**config.mk**
```make
export PLATFORM = sky130hd
export DESIGN_NAME = trivium_prng_ctrl
export DESIGN_NICKNAME = d
export VERILOG_FILES = /design/src/rtl/trivium_prng_ctrl.sv
export SDC_FILE = /design/constraint.sdc
export NUM_CORES = 1
export LEC_CHECK = 0
export ABC_CLOCK_PERIOD_IN_PS = 1900
export BUFFER_PORTS_ARGS = -buffer_cell sky130_fd_sc_hd__buf_2
export CORE_ASPECT_RATIO = 0.8
export CORE_MARGIN = 5
export CORE_UTILIZATION = 41
export DETAILED_ROUTE_END_ITERATION = 6
export GPL_ROUTABILITY_DRIVEN = 0
export PLACE_DENSITY = 0.79
export SYNTH_ARGS = -nofsm -noshare
export SYNTH_HDL_FRONTEND = slang
export SYNTH_SLANG_ARGS = --single-unit
```
**constraint.sdc**
```tcl
create_clock -name clk -period 1.9 [get_ports clk]
set_input_delay 0.095 -clock clk [delete_from_list [all_inputs] [get_ports clk]]
set_output_delay 0.095 -clock clk [all_outputs]
set_load 0.1 [all_outputs]
```
**src/rtl/trivium_prng_ctrl.sv**
```systemverilog
`default_nettype none
// ============================================================================
// Module   : trivium_prng_ctrl
// Brief    : Seeds a trivium_prng, discards its warm-up output and serves
//            words to one consumer, with an optional per-seed output budget.
// Revision : 1.0 - initial release
// ============================================================================
module trivium_prng_ctrl #(
    parameter int RND            = 1,
    parameter int WARMUP_UPDATES = 1152,
    parameter int MAX_OUTPUTS    = 0
) (
    input  logic            clk,
    input  logic            rst_n,
    input  logic            seed_valid,
    output logic            seed_ready,
    input  logic [79:0]     seed_key,
    input  logic [79:0]     seed_iv,
    output logic            need_seed,
    output logic            rnd_valid,
    input  logic            rnd_ready,
    output logic [RND-1:0]  rnd_out,
    output logic [79:0]     prng_key,
    output logic [79:0]     prng_iv,
    output logic            prng_feed_seed,
    output logic            prng_update,
    input  logic [RND-1:0]  prng_rnd
);

    localparam int c_WARM_W = $clog2(WARMUP_UPDATES);

    localparam logic [2:0] c_IDLE    = 3'd0;
    localparam logic [2:0] c_FEED    = 3'd1;
    localparam logic [2:0] c_WARM    = 3'd2;
    localparam logic [2:0] c_RUN     = 3'd3;
    localparam logic [2:0] c_EXPIRED = 3'd4;

    logic [2:0]          r_state;
    logic [2:0]          w_state_nxt;
    logic [c_WARM_W-1:0] r_warm_cnt;
    logic [79:0]         r_key;
    logic [79:0]         r_iv;
    logic                w_seed_acc;
    logic                w_xfer;
    logic                w_out_last;
    logic                w_budget_hit;

    assign seed_ready     = (r_state == c_IDLE) || (r_state == c_RUN) ||
                            (r_state == c_EXPIRED);
    assign need_seed      = (r_state == c_IDLE) || (r_state == c_EXPIRED);
    assign rnd_valid      = (r_state == c_RUN);
    assign prng_feed_seed = (r_state == c_FEED);
    assign prng_update    = (r_state == c_WARM) || ((r_state == c_RUN) && rnd_ready);
    assign rnd_out        = prng_rnd;
    assign prng_key       = r_key;
    assign prng_iv        = r_iv;

    assign w_seed_acc   = seed_valid & seed_ready;
    assign w_xfer       = rnd_valid & rnd_ready;
    assign w_budget_hit = w_xfer & w_out_last;

    always_comb begin
        w_state_nxt = r_state;
        case (r_state)
            c_IDLE:    if (w_seed_acc) w_state_nxt = c_FEED;
            c_FEED:    w_state_nxt = c_WARM;
            c_WARM:    if (r_warm_cnt == '0) w_state_nxt = c_RUN;
            // A seed offered alongside the budget-completing word still wins.
            c_RUN: begin
                if (w_seed_acc)        w_state_nxt = c_FEED;
                else if (w_budget_hit) w_state_nxt = c_EXPIRED;
            end
            c_EXPIRED: if (w_seed_acc) w_state_nxt = c_FEED;
            default:   w_state_nxt = c_IDLE;
        endcase
    end

    always_ff @(posedge clk or negedge rst_n) begin
        if (!rst_n) r_state <= c_IDLE;
        else        r_state <= w_state_nxt;
    end

    always_ff @(posedge clk or negedge rst_n) begin
        if (!rst_n) begin
            r_key <= '0;
            r_iv  <= '0;
        end else if (w_seed_acc) begin
            r_key <= seed_key;
            r_iv  <= seed_iv;
        end
    end

    always_ff @(posedge clk or negedge rst_n) begin
        if (!rst_n) begin
            r_warm_cnt <= '0;
        end else if (r_state == c_FEED) begin
            r_warm_cnt <= c_WARM_W'(WARMUP_UPDATES - 1);
        end else if ((r_state == c_WARM) && (r_warm_cnt != '0)) begin
            r_warm_cnt <= r_warm_cnt - 1'b1;
        end
    end

    generate
        if (MAX_OUTPUTS > 0) begin : g_budget
            localparam int c_OUT_W = $clog2(MAX_OUTPUTS + 1);
            logic [c_OUT_W-1:0] r_out_cnt;

            // Held at zero outside RUN, so every entry into RUN starts fresh.
            always_ff @(posedge clk or negedge rst_n) begin
                if (!rst_n)                 r_out_cnt <= '0;
                else if (r_state != c_RUN)  r_out_cnt <= '0;
                else if (w_xfer)            r_out_cnt <= r_out_cnt + 1'b1;
            end

            assign w_out_last = (r_out_cnt == c_OUT_W'(MAX_OUTPUTS - 1));
        end else begin : g_unlimited
            assign w_out_last = 1'b0;
        end
    endgenerate

endmodule
`default_nettype wire

```
==> metrics.yaml <==
drc: 0
synth_edf_count: 0
place_hpwl_um: 12810
min_path_type: "input pin to async pin"
crit_path_start_kind: "flop"
cts.path.max_buffers: 2
max_freq_mhz: 541.0
avgSynthCellArea_um2: 16.08
syn-num-nets: 587
finalSetupViolations: 0
area_growth_pct: 65.64
tns_ns: 0
htree_levels: 4
drv_slew: 0
clk_latency_ns: 0.43
cap_violations: 0
core_area_mm2: 0.01590
synth-seq-cells: 173
antenna_found_initial: 1
synthArstFlopShare_pct: 100.0
worstPathArrival_ns: 2.19
fp-row-count: 41
dr_total_vias: 5469
seq_area_mm2: 0.004329
crit_chain: "or4_4 > o31ai_4 > buf_4 > or4_1 > mux2i_1"
crit_fanout: 5
finClkSkew_ns: 0.008530
final.min_clock_period_ns: 1.848
io_pins: 331
root_buffer: "clkbuf_16"
grt_pass1_vias: 6101
yosys.area.top_type: "dfrtp_1"
critPathCaptureType: "flop"
routedWlPerCell_um: 18.11
initialDrtViolationCount: 218
multi_input_area_mm2: 0.002280
drive_above_1_share_pct: 59.62
critPathMaxStageDelay_ns: 0.61
nNetsFinal: 1099
cts_buffers: 17
die-area_mm2: 0.01899
vias_per_cell: 4.719
worstPathRequired_ns: 2.25
syn_area_mm2: 0.006690
die_h_um: 124.3
grt_max_degree: 71
initial_core_util_pct: 42.07
cpMaxStageDelayCell: "or4_4"
fill_cells: 1039
tightest_slew_ns: 0.5171
fin_crit_sh_pct: 97.29
syn_inst: 416
ant_nets: 0
synth.area.top_cells: "dfrtp_1 (65%), mux2_2 (27%), ha_1 (1.1%)"
crit_type: "flop to flop"
synthFlopType: "dfrtp_1"
yosys.area.top_type_share_pct: 64.71
synth_most_common_cell: "dfrtp_1"
clk_pin_slew_ns: 0.07
grt_usage_pct: 21.99
grt_pass1_wl_um: 33510
synth_cell_types: 35
routed_wl_um: 20990
yosys_warnings: 0
holdWs_ns: 0.1176
cts_sinks: 173
dr.pass1.iters: 4
slew_headroom_pct: 65.76
final_core_util_pct: 69.69
status: "completed"
yosysSeqAreaShare_pct: 64.71
numPortBuffers: 328
die_w_um: 152.8
hold_viol_final: 0
cts_tree: "done"
rsz0062_at_grt: "true"
grt-ovfl-total: 0
synth_common_cells: "dfrtp_1 (173), mux2_2 (160), buf_2 (12)"
-- path summary, 6_finish.rpt --
kind                                  to  slack (ns)           from  cells past startpoint
max                        r_warm_cnt[3]        0.05  r_warm_cnt[4]                      5
min                           prng_iv[8]        0.12          rst_n                      2
max reg2reg                r_warm_cnt[3]        0.05  r_warm_cnt[4]                      5
min reg2reg                 prng_key[15]        0.50   prng_key[15]                      1
max in group asynchronous   prng_key[44]        1.08          rst_n                      3
min in group clk                 rnd_out        0.19       prng_rnd                      0
-- flip-flops by register name, indices dropped and copies added, names as in the netlist --
register,cells
r_warm_cnt,11
r_state,2
prng_iv,80
prng_key,80
-- layer usage --
| layer | wire length [µm] | vias up | track usage (%) |
|---|---|---|---|
| met3 | 1674 | 46 | 8.301 |
| met2 | 10520 | 246 | 36.93 |
| met4 | 558 | 0 | 8.224 |
| met5 | 0 | - | 0 |
| li1 | - | 2504 | - |
| met1 | 8232 | 2673 | 25.73 |
-- layout make-up --
| class | count | share of cell area [%] |
|---|---|---|
| Antenna cell | 3 | 0.06774 |
| Inverter | 6 | 0.2032 |
| Multi-Input combinational cell | 217 | 20.57 |
| Sequential cell | 173 | 39.07 |
| Clock inverter | 14 | 1.434 |
| Timing Repair Buffer | 513 | 32.36 |
| Clock buffer | 18 | 3.873 |
| Tap cell | 215 | 2.427 |
-- cells by family after synthesis --
group	after synthesis	synth area share, %
fa+ha+maj	6	1.122
flops	173	64.71
buf+inv	26	1.739
compound gates	18	2.020
xor+xnor	2	0.2619
mux	162	27.23
simple gates	29	2.918
-- repair_timing --
item                                    in CTS  in global routing
buffers inserted                             0                  2
hold buffers                               162                  0
resized for setup                            2                 11
endpoints found under the setup margin       2                 29
gates cloned                                 0                  1
pin swaps                                    0                  2
hold endpoints to repair                   334                  0
-- cells in the final DEF, fill, tap and decap left out, types with 2 or more instances in the layout --
master | netlist | routed
buf_2 | 12 | 324
dfrtp_1 | 173 | 173
dlygate4sd3_1 | 0 | 162
mux2_2 | 160 | 160
clkbuf_16 | 0 | 18
buf_4 | 1 | 15
nor2_1 | 6 | 6
buf_12 | 0 | 6
inv_1 | 6 | 5
a21oi_1 | 6 | 4
o31ai_1 | 4 | 4
diode_2 | 0 | 3
or4_4 | 1 | 3
nand2b_1 | 3 | 3
ha_1 | 6 | 3
ha_2 | 0 | 3
clkinvlp_4 | 0 | 3
inv_6 | 0 | 3
a21o_1 | 2 | 2
nand3_1 | 2 | 2
mux2i_1 | 2 | 2
a21oi_2 | 0 | 2
or2_2 | 2 | 2
bufinv_16 | 0 | 2
clkinv_2 | 0 | 2
inv_8 | 0 | 2
clkinv_4 | 0 | 2
buf_6 | 0 | 2
buf_16 | 0 | 2
-- worst max-delay path, delay by kind of cell (launching register included) --
kind	cells	cell delay, ns
buf+inv	1	0.17
compound gates	1	0.28
mux	1	0.17
simple gates	2	0.72
flops	1	0.44
-- metrics by stage --
step | worst slack (ns) | instance area, µm² | cells
6_report | 0.05152 | 11080 | 1159
5_1_grt | -0.04538 | 11080 | 1157
4_1_cts | 0.006078 | 10990 | 1153
3_5_place_dp | 0.02643 | 8776 | 959
3_3_place_gp | 0.04712 | 8776 | 959
2_1_floorplan | -0.002839 | 6700 | 416
Power is left out: the tool's default activity adds up to more than one toggle a clock period on the data nets, which glitch-free logic cannot reach.
